### config.mk
export PLATFORM = sky130hd
export DESIGN_NAME = mem_port_arbiter
export DESIGN_NICKNAME = d
export VERILOG_FILES = /design/src/rtl/mem_port_arbiter.sv
export SDC_FILE = /design/constraint.sdc
export NUM_CORES = 1
export LEC_CHECK = 0
export ABC_AREA = 0
export BUFFER_PORTS_ARGS = -buffer_cell sky130_fd_sc_hd__buf_2
export CORE_MARGIN = 5
export CORE_UTILIZATION = 44
export CTS_CLUSTER_SIZE = 30
export DETAILED_ROUTE_END_ITERATION = 16
export PLACE_DENSITY = 0.75
export SETUP_SLACK_MARGIN = 0.05
export SKIP_CTS_REPAIR_TIMING = 1
export SYNTH_ARGS = -nofsm -noshare
export SYNTH_HDL_FRONTEND = slang
export SYNTH_SLANG_ARGS = --single-unit
### constraint.sdc
create_clock -name clk -period 3.91 [get_ports clk]
set_input_delay 0.391 -clock clk [delete_from_list [all_inputs] [get_ports clk]]
set_output_delay 0.391 -clock clk [all_outputs]
set_load 0.01 [all_outputs]
### src/rtl/mem_port_arbiter.sv
// Arbitrates the single RAM port between icache line refills and single-word LSU accesses.
// Define MEM_ARB_ROUND_ROBIN_EN to alternate grants under contention instead of fixed DC priority.
module mem_port_arbiter #(
   parameter int ADDR_W    = 32,
   parameter int DATA_W    = 32,
   parameter int BURST_LEN = 4
) (
   input  logic              clk,
   input  logic              rst,
   input  logic              ic_req,
   input  logic [ADDR_W-1:0] ic_addr,
   output logic [DATA_W-1:0] ic_word,
   output logic              ic_word_valid,
   output logic              ic_done,
   input  logic              dc_req,
   input  logic              dc_we,
   input  logic [ADDR_W-1:0] dc_addr,
   input  logic [DATA_W-1:0] dc_wdata,
   output logic [DATA_W-1:0] dc_rdata,
   output logic              dc_ack,
   output logic              ram_req,
   output logic              ram_we,
   output logic [ADDR_W-1:0] ram_address,
   output logic [DATA_W-1:0] ram_wdata,
   input  logic [DATA_W-1:0] mem_word,
   input  logic              word_ready,
   output logic              busy
);

   localparam int CNT_W = $clog2(BURST_LEN);
   localparam int STEP  = DATA_W / 8;
   localparam logic [ADDR_W-1:0] LINE_MASK = ~ADDR_W'(BURST_LEN * STEP - 1);
   localparam logic [CNT_W-1:0]  LAST_CNT  = CNT_W'(BURST_LEN - 1);

   typedef enum logic [1:0] {IDLE, IC_BURST, DC_ACCESS, RESP} state_t;

   state_t            r_state, w_state;
   logic [CNT_W-1:0]  r_cnt, w_cnt;
   logic              r_ram_req, w_ram_req;
   logic              r_ram_we, w_ram_we;
   logic [ADDR_W-1:0] r_ram_address, w_ram_address;
   logic [DATA_W-1:0] r_ram_wdata, w_ram_wdata;
   logic [DATA_W-1:0] r_ic_word, w_ic_word;
   logic              r_ic_word_valid, w_ic_word_valid;
   logic              r_ic_done, w_ic_done;
   logic [DATA_W-1:0] r_dc_rdata, w_dc_rdata;
   logic              r_dc_ack, w_dc_ack;
   logic              r_busy, w_busy;
   logic              w_grant_dc;

`ifdef MEM_ARB_ROUND_ROBIN_EN
   logic              r_last_ic, w_last_ic;

   // On contention DC wins only if IC was the last one served
   assign w_grant_dc = dc_req && (!ic_req || r_last_ic);
`else
   assign w_grant_dc = dc_req;
`endif

   always_comb begin
      w_state         = r_state;
      w_cnt           = r_cnt;
      w_ram_req       = r_ram_req;
      w_ram_we        = r_ram_we;
      w_ram_address   = r_ram_address;
      w_ram_wdata     = r_ram_wdata;
      w_ic_word       = r_ic_word;
      w_ic_word_valid = 1'b0;
      w_ic_done       = 1'b0;
      w_dc_rdata      = r_dc_rdata;
      w_dc_ack        = 1'b0;
`ifdef MEM_ARB_ROUND_ROBIN_EN
      w_last_ic       = r_last_ic;
`endif
      case (r_state)
         IDLE: begin
            if (w_grant_dc) begin
               w_state       = DC_ACCESS;
               w_cnt         = '0;
               w_ram_req     = 1'b1;
               w_ram_we      = dc_we;
               w_ram_address = dc_addr;
               w_ram_wdata   = dc_wdata;
`ifdef MEM_ARB_ROUND_ROBIN_EN
               w_last_ic     = 1'b0;
`endif
            end else if (ic_req) begin
               w_state       = IC_BURST;
               w_cnt         = '0;
               w_ram_req     = 1'b1;
               w_ram_we      = 1'b0;
               w_ram_address = ic_addr & LINE_MASK;
`ifdef MEM_ARB_ROUND_ROBIN_EN
               w_last_ic     = 1'b1;
`endif
            end
         end
         IC_BURST: begin
            if (word_ready) begin
               w_ic_word       = mem_word;
               w_ic_word_valid = 1'b1;
               // Last beat: address stays on the final word so it never leaves the line
               if (r_cnt == LAST_CNT) begin
                  w_state   = RESP;
                  w_ram_req = 1'b0;
                  w_ic_done = 1'b1;
               end else begin
                  w_cnt         = r_cnt + 1'b1;
                  w_ram_address = r_ram_address + ADDR_W'(STEP);
               end
            end
         end
         DC_ACCESS: begin
            if (word_ready) begin
               if (!r_ram_we) begin
                  w_dc_rdata = mem_word;
               end
               w_dc_ack  = 1'b1;
               w_state   = RESP;
               w_ram_req = 1'b0;
               w_ram_we  = 1'b0;
            end
         end
         RESP: begin
            w_state = IDLE;
         end
         default: begin
            w_state = IDLE;
         end
      endcase
      w_busy = (w_state != IDLE);
   end

   always_ff @(posedge clk or posedge rst) begin
      if (rst) begin
         r_state         <= IDLE;
         r_cnt           <= '0;
         r_ram_req       <= 1'b0;
         r_ram_we        <= 1'b0;
         r_ram_address   <= '0;
         r_ram_wdata     <= '0;
         r_ic_word       <= '0;
         r_ic_word_valid <= 1'b0;
         r_ic_done       <= 1'b0;
         r_dc_rdata      <= '0;
         r_dc_ack        <= 1'b0;
         r_busy          <= 1'b0;
`ifdef MEM_ARB_ROUND_ROBIN_EN
         r_last_ic       <= 1'b1;
`endif
      end else begin
         r_state         <= w_state;
         r_cnt           <= w_cnt;
         r_ram_req       <= w_ram_req;
         r_ram_we        <= w_ram_we;
         r_ram_address   <= w_ram_address;
         r_ram_wdata     <= w_ram_wdata;
         r_ic_word       <= w_ic_word;
         r_ic_word_valid <= w_ic_word_valid;
         r_ic_done       <= w_ic_done;
         r_dc_rdata      <= w_dc_rdata;
         r_dc_ack        <= w_dc_ack;
         r_busy          <= w_busy;
`ifdef MEM_ARB_ROUND_ROBIN_EN
         r_last_ic       <= w_last_ic;
`endif
      end
   end

   assign ic_word       = r_ic_word;
   assign ic_word_valid = r_ic_word_valid;
   assign ic_done       = r_ic_done;
   assign dc_rdata      = r_dc_rdata;
   assign dc_ack        = r_dc_ack;
   assign ram_req       = r_ram_req;
   assign ram_we        = r_ram_we;
   assign ram_address   = r_ram_address;
   assign ram_wdata     = r_ram_wdata;
   assign busy          = r_busy;

endmodule

; ---- Word level (Yosys, flattened, before mapping)
; Cells that the tools add are included.
[totals]
register_bits = 138
inputBits = 134
out_inout_bits = 134
wordCells = 66
[classes]
n_addsub = 2
n_eq_ne = 9
n_mux = 31
n_bitwise = 1
n_reduce_logical = 11
[ops]
columns = cell, count
row1 = 32-bit 2-to-1 mux, 4
row2 = 32-bit case mux with 2 select lines, 1
row3 = 32-bit by 3-bit adder with 32-bit output (second input constant), 1
row4 = 2-bit 2-to-1 mux, 9
row5 = 1-bit 2-to-1 mux, 13
row6 = 2-bit != test (second input constant), 4
row7 = 2-bit case mux with 4 select lines, 1
row8 = 2-bit equality test (second input constant), 3
row9 = 3-bit AND reduction, 2
row10 = 2-bit nonzero test, 3
row11 = 5-bit AND reduction, 1
row12 = 2-bit case mux with 2 select lines, 1
row13 = 2-bit AND reduction, 2
row14 = 4-bit AND reduction, 1
row15 = 3-bit != test (second input constant), 1
row16 = 1-bit case mux with 3 select lines, 1
row17 = 3-bit nonzero test, 1
row18 = 2-bit by 1-bit adder with 2-bit output (second input constant), 1
row19 = 2-bit by 1-bit equality test with 1-bit output (second input constant), 1
row20 = 2-bit logical NOT, 1
row21 = 1-bit case mux with 2 select lines, 1
row22 = 1-bit inverter, 1

; ---- Depth between registers and ports, before layout
; Gate-level depths: netlist of the first run.
[logic_depth]
depth_word = 5
depth_mapped = 8
depth_no_buf = 7

; ---- Worst setup path after synthesis of the first run
; OpenSTA, ideal clock, no wires.
[synth_path]
kind = register to register
startpoint = register r_state[1]
endpoint = register r_ram_address[24], in the netlist ram_address[24]
arrival_time_ns = 1.720
slack_ns = 2.064
stages_incl_launch_ff = 8
synth_period_minus_slack_ns = 1.846
cell_sequence = dfrtp_1 -> inv_1 -> ha_1 -> or3b_4 -> o21ai_2 -> buf_6 -> nor3_1 -> a311o_1
[synth_via]
elab_chain_len = 3
word_cells_on_any_way = 8
[synth_rtl]
columns = item, line
row1 = from (decl), 37  ; state_t r_state, w_state;
row2 = from (signal assigned), 152  ; r_state <= w_state;
row3 = 2-bit by 1-bit equality test with 1-bit output or 2-bit logical NOT (tied branches), 75  ; case (r_state)
row4 = "2-bit != test (no source line), or another cell as far along", -
row5 = 4-bit AND reduction (no source line), -
row6 = to (signal assigned), 156  ; r_ram_address <= w_ram_address;
row7 = to (decl), 41  ; logic [ADDR_W-1:0] r_ram_address, w_ram_address;
; Several ways; a longest one is shown, not always the timed one.
; A chain may end at the register's enable or synchronous reset.

; ---- Worst setup path in the final report of the first run
[layout_path]
startpoint = register r_state[1]
endpoint = register r_ram_address[8], in the netlist ram_address[8]
; Same word-level chain as after synthesis.

==> qor.yml, run 1 <==
synthesis:
  postSynthAreaPerCell_sq_um: 11.96
  synthArstFlopShare_pct: 100.0
  ys_seq_area_share_pct: 53.67
  syn_area_sq_mm: 0.006435
  synth_cells: 538
  synth-edff-count: 0
  syn_nets: 679
  synth_cell_type_count: 58
  yosysWarnings: 0
  synth-seq-cells: 138
  synth_flop_cell: "dfrtp_1"
worst_setup_path:
  worstPathBufferInverterCount: 3
  crit_chain: "inv_1, ha_1, buf_4, nor2b_1, o21a_1, buf_4, a31oi_1, o221a_2"
  cp_max_fo: 20
  crit_arrival_ns: 2.94
  crit_family: "compound AO/OA/AOI/OAI gates"
  cp-end-kind: "flip-flop"
  start_kind: "flip-flop"
  crit_type: "flip-flop to flip-flop"
  cp_slowest_cell: "o21a_1"
  crit_required_ns: 4.21
  cpPeakStageDelay_ns: 0.67
  path_common_cell: "buf_4"
cts:
  cts-root-buf: "clkbuf_16"
  clkSinkCount: 138
  worstSkewPairLatency_ns: 0.42
  htree_levels: 4
  cts_buffers: 17
  cts_tree: "yes"
  clockBufferDepth: 2
  path_clk_slew_ns: 0.06
timing:
  maxSlewHeadroom_pct: 22.69
  drv_slew: 0
  fin_crit_sh_pct: 67.39
  final.setup.tns_ns: 0
  worst_slew_pin_slew_ns: 1.155
  max_clock_freq_ghz: 0.3795
  finalCriticalPeriod_ns: 2.635
  whs_ns: 0.05733
  hold_violations: 0
  finalSetupViolCount: 0
  clock_skew_ns: 0.008694
  grt_setup_unrepaired: "no"
layout:
  final.fill_count: 1248
  final_nets: 942
  diodes: 0
  syn_to_final_growth_pct: 32.63
  mostFrequentLayoutCell: "buf_2"
  drive_above_1_share_pct: 51.60
  fin_cells: 998
  mostFrequentLayoutCells: "buf_2, dfrtp_1, mux2_2"
placed_design:
  port_buffers: 263
  placed_cells: 966
  globalplace.congestion: 0.7884
  hpwl_um: 12430
global_routing:
  grt_pass1_wl_um: 27120
  gr-total-overflow: 0
  antenna_found_initial: 0
  grt_pass1_vias: 5220
  grt_usage_pct: 20.20
  grt_max_degree: 76
drt:
  vias_per_cell: 5.319
  drtPass1Iterations: 5
  drc: 0
  drtIter0Drc: 216
  routed_wl_um: 17230
  vias: 5308
  drt.antenna.violating_nets: 0
  post_drt_wl_per_cell_um: 17.27
floorplanning:
  start_util_pct: 44.61
  die_area_sq_mm: 0.01714
  row_count: 44
  ios: 268
  die_w_um: 130.9
  design.core.area_sq_mm: 0.01442
  die_y_um: 130.9
power_and_ir_drop:
  powerDensity_mw_per_mm2: 860.7
  p_leak_nw: 4.148
  irDropWorstVdd_mv: 0.4310
run_status:
  status: "complete, no violations"
hold_path:
  hp-class: "primary input to async pin"
job:
  cap_viol_max_count: 0
-- registers in the layout, indices dropped and copies added, names as in the netlist, 2 cells and up --
name	count
dc_rdata	32
r_state	2
r_cnt	2
ram_wdata	32
ic_word	32
ram_address	32
-- cell usage after synthesis, types with 2 or more instances --
library cell | count | area [sq um]
a211oi_1 | 2 | 15.01
a21oi_1 | 40 | 200.2
a221oi_1 | 2 | 17.52
a311o_1 | 4 | 40.04
a31oi_1 | 5 | 31.28
a41oi_1 | 2 | 17.52
and2_1 | 2 | 12.51
and3_1 | 9 | 56.30
and4_1 | 5 | 43.79
and4_2 | 2 | 20.02
buf_1 | 3 | 11.26
buf_2 | 13 | 65.06
clkbuf_1 | 13 | 48.80
dfrtp_1 | 138 | 3453
ha_1 | 7 | 87.58
inv_1 | 11 | 41.29
mux2_2 | 99 | 1115
mux2i_1 | 27 | 270.3
nand2_1 | 30 | 112.6
nand3_1 | 19 | 95.09
nand3_2 | 2 | 20.02
nand4_1 | 5 | 31.28
nor2_1 | 16 | 60.06
nor3_1 | 10 | 50.05
nor4_1 | 3 | 18.77
o211ai_1 | 4 | 30.03
o21a_1 | 3 | 22.52
o21ai_0 | 26 | 130.1
o22ai_1 | 5 | 31.28
o31ai_1 | 3 | 22.52
-- stage by stage --
stage	total power [mW]	setup WS, ns	utilization (%)	area [sq um]
after floorplan	4.574	1.798	-	6439
after global placement	5.699	1.300	55.13	7951
after detailed placement	5.819	1.270	55.13	7951
after CTS	7.437	1.269	59.17	8534
after global routing	7.913	1.043	59.17	8534
final	7.345	1.275	59.17	8534
-- final timing paths --
kind,start,endpoint,slack [ns],depth (start not counted)
max,r_state[1],ram_address[8],1.28,8
min in group clk,dc_wdata[13],ram_wdata[13],0.20,2
min reg2reg,dc_rdata[23],dc_rdata[23],0.50,1
max reg2reg,r_state[1],ram_address[8],1.28,8
min,rst,ic_word[2],0.06,2
max in group asynchronous,rst,ic_word[25],2.98,3
-- kinds of logic after synthesis --
kind of cell | share of synthesized area, %
fa+ha+maj | 1.361
buf+inv | 2.819
mux | 21.70
simple gates | 10.09
flops | 53.67
compound gates | 10.36
-- worst reg2reg max path: stages, from the launching register on --
cell and delay, ns:
dfrtp_1 0.40, inv_1 0.10, ha_1 0.20, buf_4 0.20
nor2b_1 0.30, o21a_1 0.67, buf_4 0.32, a31oi_1 0.09
o221a_2 0.24
-- routing by layer --
layer	part of all wire (%)	vias up	global-route usage, %	wire (um)
met5	0	-	0	0
met4	1.5	0	6.292	251
met3	11	18	8.089	1839
met2	48	224	32.48	8277
met1	40	2546	25.10	6864
li1	-	2520	-	-
-- cell type report --
cell class | instances | area, sq um | share of cell area [%]
Sequential cell | 138 | 3453 | 40.46
Tap cell | 184 | 230.2 | 2.698
Multi-Input combinational cell | 358 | 2808 | 32.90
Clock inverter | 13 | 130.1 | 1.525
Clock buffer | 19 | 452.9 | 5.307
Inverter | 12 | 48.80 | 0.5718
Timing Repair Buffer | 274 | 1411 | 16.54
-- report_power, final --
group | switching (mW) | total (mW) | internal (mW) | leakage, nW
clock network | 0.649 | 1.57 | 0.925 | 0.280
registers | 0.516 | 2.67 | 2.15 | 1.65
logic | 1.64 | 3.10 | 1.46 | 2.22
total | 2.81 | 7.35 | 4.54 | 4.15
No activity file was read; power rests on OpenSTA's default activity.
==> inputs of run 2 (changes only) <==
Settings changed: ABC_AREA 0 to 1.
Clock period 3.91 ns to 2.3 ns, I/O delays scaled along.
==> qor.yml, run 2 <==
timing:
  max_clock_freq_ghz: 0.5144  # +36%
  fin_crit_sh_pct: 84.52  # +17 points
  final.setup.tns_ns: 0  # unchanged
  hold_violations: 0  # unchanged
  finalCriticalPeriod_ns: 1.944  # -0.6909 ns
  drv_slew: 0  # unchanged
  whs_ns: 0.04322  # -0.01411 ns
  clock_skew_ns: 0.009149  # +0.0004554 ns
  worst_slew_pin_slew_ns: 0.5091  # -0.6462 ns
  grt_setup_unrepaired: "no"
  maxSlewHeadroom_pct: 65.99  # +43 points
  finalSetupViolCount: 0  # unchanged
worst_setup_path:
  cp-end-kind: "flip-flop"
  r2r_start: "r_state[1]"
  crit_chain: "inv_1, ha_1, inv_4, o21ai_2, nor2_4, inv_2, buf_12, nand2_1, a21boi_0"
  cp_slowest_cell: "dfrtp_1"
  cp_max_fo: 32  # +60%
  crit_required_ns: 2.59  # -1.62 ns
  start_kind: "flip-flop"
  worstPathBufferInverterCount: 4  # +1
  crit_type: "flip-flop to flip-flop"
  cp-startpoint: "r_state[1]"
  cpPeakStageDelay_ns: 0.39  # -0.28 ns
  crit_family: "buffers and inverters"
  crit_arrival_ns: 2.23  # -0.71 ns
floorplanning:
  ios: 268  # unchanged
  start_util_pct: 44.39  # -0.22 points
  die_y_um: 133.2  # +1.7%
  die_area_sq_mm: 0.01773  # +3.4%
  row_count: 45  # +2.3%
  design.core.area_sq_mm: 0.01503  # +4.2%
  die_w_um: 133.2  # +1.7%
synthesis:
  yosysWarnings: 0  # unchanged
  synth-edff-count: 0  # unchanged
  synth_cells: 812  # +51%
  yosysTopAreaCellShare_pct: 51.74  # -1.9 points
  postSynthAreaPerCell_sq_um: 8.219  # -31%
  yosys-top-cells-area: "dfrtp_1, nand2_1, o21ai_0"
  syn_area_sq_mm: 0.006674  # +3.7%
  synth_commonest_cells: "nand2_1, dfrtp_1, o21ai_0"
  synth_cell_type_count: 34  # -41%
  yosysMostFrequentCell: "nand2_1"
  syn_nets: 953  # +40%
  ys_seq_area_share_pct: 51.74  # -1.9 points
  synth-seq-cells: 138  # unchanged
  synth_top_family_by_area: "simple AND/OR/NAND/NOR gates"
  synth-compound-area-share_pct: 12.65  # +2.3 points
  yosys.area.top_type: "dfrtp_1"
  synth.area.mux_share_pct: 5.399  # -16 points
  yosys.area_share.simple_pct: 21.32  # +11 points
  synth_fa_ha_area_share_pct: 1.312  # -0.049 points
  synth_xor_area_share_pct: 0  # unchanged
  synth_flop_cell: "dfrtp_1"
  synthArstFlopShare_pct: 100.0  # unchanged
cts:
  path_clk_slew_ns: 0.06  # about the same
  cts_tree: "yes"
  htree_levels: 4  # unchanged
  clockBufferDepth: 2  # unchanged
  cts_buffers: 17  # unchanged
  cts-root-buf: "clkbuf_16"
  clkSinkCount: 138  # unchanged
  worstSkewPairLatency_ns: 0.41  # about the same
global_routing:
  grt_pass1_vias: 6250  # +20%
  gr-total-overflow: 0  # unchanged
  grt_max_degree: 85  # +12%
  grt_usage_pct: 21.63  # +1.4 points
  grt_pass1_wl_um: 31120  # +15%
  antenna_found_initial: 0  # unchanged
layout:
  mostFrequentLayoutCells: "buf_2, nand2_1, dfrtp_1"
  final_nets: 1214  # +29%
  seqCellArea_sq_mm: 0.003453  # unchanged
  final.fill_count: 1370  # +9.8%
  multi_input_area_sq_mm: 0.002720  # -3.1%
  diodes: 0  # unchanged
  mostFrequentLayoutCell: "buf_2"
  syn_to_final_growth_pct: 32.86
  drive_above_1_share_pct: 32.41  # -19 points
power_and_ir_drop:
  powerDensity_mw_per_mm2: 1431  # +66%
  finalPower_mw: 12.69  # +73%
  p_leak_nw: 4.750  # +14%
  irDropWorstVdd_mv: 0.7068  # +64%
placed_design:
  port_buffers: 263  # unchanged
  hpwl_um: 14070  # +13%
  globalplace.congestion: 0.9066  # +15%
hold_path:
  hold_start: "dc_addr[0]"
  hp-class: "primary input to flip-flop"
job:
  cap_viol_max_count: 0  # unchanged
drt:
  routed_wl_um: 18980  # +10%
  vias: 6245  # +18%
  drt.antenna.violating_nets: 0  # unchanged
  drtPass1Iterations: 7  # +2
  vias_per_cell: 4.902  # -7.8%
  post_drt_wl_per_cell_um: 14.90  # -14%
  drtIter0Drc: 409  # +89%
  drc: 0  # unchanged
run_status:
  status: "complete, no violations"
-- run 2: cell count changes after synthesis, moves of 8 or more --
cell / before / now
nand3_1: 19 / 44
a21oi_1: 40 / 24
mux2_2: 99 / 32
inv_1: 11 / 87
mux2i_1: 27 / 0
and3_1: 9 / 0
nand2_1: 30 / 215
nor3_1: 10 / 2
nor2_1: 16 / 85
o21ai_0: 26 / 105
-- run 2: final timing paths --
path	end	slack [ns]	cells after the start
worst min register to register	r_cnt[1]	0.48	2
min in group asynchronous	ram_address[0]	0.42	3
worst max-delay path	ram_address[24]	0.36	9
max in group asynchronous	ram_wdata[11]	1.10	4
worst max register to register	ram_address[24]	0.36	9
worst min-delay path	ram_address[0]	0.04	3
-- run 2: kinds of logic (layout without fill, tap and decap cells) --
group | after synthesis | after routing
simple gates | 355 | 355
compound gates | 156 | 156
flops | 138 | 138
buf+inv | 124 | 398
mux | 32 | 32
fa+ha+maj | 7 | 7
-- run 2: power breakdown --
part	total [mW]	switching, mW	internal (mW)
clock network	2.97	1.08	1.89
logic	5.32	3.14	2.18
registers	4.41	0.814	3.59
total	12.7	5.04	7.66
-- run 2: worst min-delay path: stages --
cell and delay, ns:
buf_2 0.08, nand3_1 0.06, nand2_1 0.05
-- run 2: cell type report --
| type | instances | area share (%) |
|---|---|---|
| clock buffer | 20 | 5.150 |
| tap | 188 | 2.653 |
| inverter | 89 | 3.838 |
| sequential | 138 | 38.94 |
| clock inverter | 12 | 2.117 |
| multi-input combinational | 550 | 30.68 |
| timing repair buffer | 277 | 16.62 |
-- run 2: metal layers --
metal / routed length, um / GRT usage [%] / vias to the layer above
met5: 0 / 0 / -
met4: 354 / 6.457 / 0
met3: 1703 / 8.195 / 23
met2: 9429 / 36.12 / 221
li1: - / - / 3127
met1: 7491 / 26.18 / 2874
-- run 2: per-stage QoR --
stage | instances | utilization [%] | setup slack [ns] | cell area [sq um]
after detailed placement | 1241 | 54.63 | 0.3885 | 8213
after global routing | 1274 | 58.98 | 0.1989 | 8867
after floorplan | 812 | - | 0.3489 | 6678
after CTS | 1273 | 58.92 | 0.3648 | 8857
after global placement | 1241 | 54.63 | 0.4181 | 8213
final | 1274 | 58.98 | 0.3561 | 8867
==> inputs of run 3 (changes only) <==
Settings changed: CORE_UTILIZATION 44 to 49, PLACE_DENSITY 0.75 to 0.79.
Clock period 2.3 ns to 1.85 ns, I/O delays scaled along.
==> qor.yml, run 3 (synthesized netlist as in run 2, its figures left out) <==
run_status:
  status: "complete, no violations"
worst_setup_path:
  path_common_cell: "nor2_4"
  cp_slowest_cell: "dfrtp_1"
  cpPeakStageDelay_ns: 0.45  # +0.06 ns
  crit_required_ns: 2.17  # -0.42 ns
  rr_endpoint: "ram_address[16]"
  ff2ff_path_depth: 9  # unchanged
  cp-end-kind: "flip-flop"
  start_kind: "flip-flop"
  cp_max_fo: 38  # +19%
  crit_arrival_ns: 1.99  # -0.24 ns
  crit_type: "flip-flop to flip-flop"
  r2r_start: "r_state[0]"
  rrSetupSlack_ns: 0.18  # -0.17 ns
  crit_chain: "ha_4, inv_4, nor2_4, a21oi_2, nor2_4, inv_2, buf_12, nor2_1, a22oi_1"
timing:
  clock_skew_ns: 0.009238  # +0.00008921 ns
  grt_setup_unrepaired: "no"
  fin_crit_sh_pct: 90.15  # +5.6 points
  hold_violations: 0  # unchanged
  max_clock_freq_ghz: 0.5996  # +17%
  worst_slew_pin_slew_ns: 0.6265  # +0.1174 ns
  finalSetupViolCount: 0  # unchanged
  final.setup.tns_ns: 0  # unchanged
  whs_ns: 0.003558  # -0.03966 ns
  maxSlewHeadroom_pct: 58.23  # -7.8 points
  setup_slack_ns: 0.1823  # -0.1738 ns
  drv_slew: 0  # unchanged
  finalCriticalPeriod_ns: 1.668  # -0.2762 ns
placed_design:
  placed_cells: 1235  # -0.48%
  globalplace.congestion: 0.8760  # -3.4%
  hpwl_um: 14290  # +1.5%
  detailedPlace.worstSlack_ns: 0.08857  # -0.2999 ns
  port_buffers: 263  # unchanged
drt:
  drc: 0  # unchanged
  routed_wl_um: 19380  # +2.1%
  post_drt_wl_per_cell_um: 15.16  # +1.8%
  drtIter0Drc: 332  # -19%
  vias_per_cell: 5.014  # +2.3%
  vias: 6408  # +2.6%
  drtPass1Iterations: 5  # -2
  drt.antenna.violating_nets: 0  # unchanged
layout:
  syn_to_final_growth_pct: 34.38
  fin_cells: 1278  # +0.31%
  diodes: 0  # unchanged
  final.fill_count: 1103  # -19%
  final_nets: 1230  # +1.3%
  drive_above_1_share_pct: 33.12  # +0.71 points
  mostFrequentLayoutCell: "buf_2"
  mostFrequentLayoutCells: "buf_2, nand2_1, dfrtp_1"
floorplanning:
  design.core.area_sq_mm: 0.01330  # -12%
  die_y_um: 126.7  # -4.8%
  die_area_sq_mm: 0.01605  # -9.5%
  die_w_um: 126.7  # -4.8%
  ios: 268  # unchanged
  start_util_pct: 50.20  # +5.8 points
  row_count: 42  # -6.7%
cts:
  cts_buffers: 17  # unchanged
  cts-root-buf: "clkbuf_16"
  clkSinkCount: 138  # unchanged
  worstSkewPairLatency_ns: 0.41  # about the same
  htree_levels: 4  # unchanged
  clockBufferDepth: 2  # unchanged
  path_clk_slew_ns: 0.06  # about the same
  cts_tree: "yes"
power_and_ir_drop:
  p_leak_nw: 4.792  # +0.90%
  p_clk_share_pct: 21.1  # -2.3 points
  netSwitchingPower_mw: 6.366  # +26%
  combPwrFrac_pct: 43.8  # +1.9 points
  p_sw_share_pct: 40.66  # +0.99 points
  irDropWorstVdd_mv: 1.019  # +44%
  p_seq_share_pct: 35.1  # +0.4 points
  powerDensity_mw_per_mm2: 1746  # +22%
  finalPower_mw: 15.66  # +23%
  p_int_mw: 9.290  # +21%
global_routing:
  antenna_found_initial: 2  # +2
  grt_pass1_vias: 6325  # +1.2%
  grt_usage_pct: 24.01  # +2.4 points
  grt_max_degree: 89  # +4.7%
  gr-total-overflow: 0  # unchanged
  grt_pass1_wl_um: 31210  # +0.29%
job:
  cap_viol_max_count: 0  # unchanged
hold_path:
  min_path_cells: 2  # -1
  hold_start: "dc_wdata[21]"
  whs_endpoint: "ram_wdata[21]"
  hp-class: "primary input to flip-flop"
==> run 3: per-stage QoR <==
stage | utilization [%] | instance area (sq um)
2_1_floorplan | - | 6678
3_3_place_gp | 61.98 | 8240
3_5_place_dp | 61.98 | 8240
4_1_cts | 66.33 | 8818
5_1_grt | 67.46 | 8969
6_report | 67.46 | 8969
==> run 3: how the worst max path moves through the flow <==
stage	start	endpoint	cells past startpoint
floorplan	rst	busy	1
global placement	r_state[1]	ram_address[8]	11
detailed placement	ram_address[3]	ram_address[22]	9
CTS	ram_address[3]	ram_address[22]	9
global route	r_state[1]	ram_address[8]	11
finish	r_state[0]	ram_address[16]	9
==> run 3: layout make-up <==
cell class / instances / area, sq um / share of cell area (%)
sequential: 138 / 3453 / 38.50
multi-input combinational: 550 / 2750 / 30.66
timing repair buffer: 293 / 1627 / 18.14
clock buffer: 20 / 466.7 / 5.204
inverter: 89 / 340.3 / 3.795
tap: 176 / 220.2 / 2.455
clock inverter: 12 / 111.4 / 1.242
==> run 3: routing by layer <==
metal	vias up	track usage, %	routed length (um)
met4	4	7.192	319
met5	-	0	21
met1	2984	28.23	7557
met3	26	9.079	1761
li1	3157	-	-
met2	237	41.00	9718
==> run 3: power groups by stage <==
| stage | combinational (mW) | sequential (mW) | clock (mW) |
|---|---|---|---|
| floorplan | 3.53 | 6.01 | 0 |
| global placement | 6.61 | 5.41 | 0 |
| detailed placement | 6.81 | 5.47 | 0 |
| CTS | 6.83 | 5.47 | 3.36 |
| global route | 7.72 | 5.70 | 3.49 |
| finish | 6.86 | 5.50 | 3.30 |
==> run 3: worst max-delay path, delay by kind of cell, from the launching register on <==
kind / cells / cell delay (ns)
buf+inv: 3 / 0.40
simple gates: 3 / 0.20
flops: 1 / 0.45
compound gates: 2 / 0.31
fa+ha+maj: 1 / 0.21
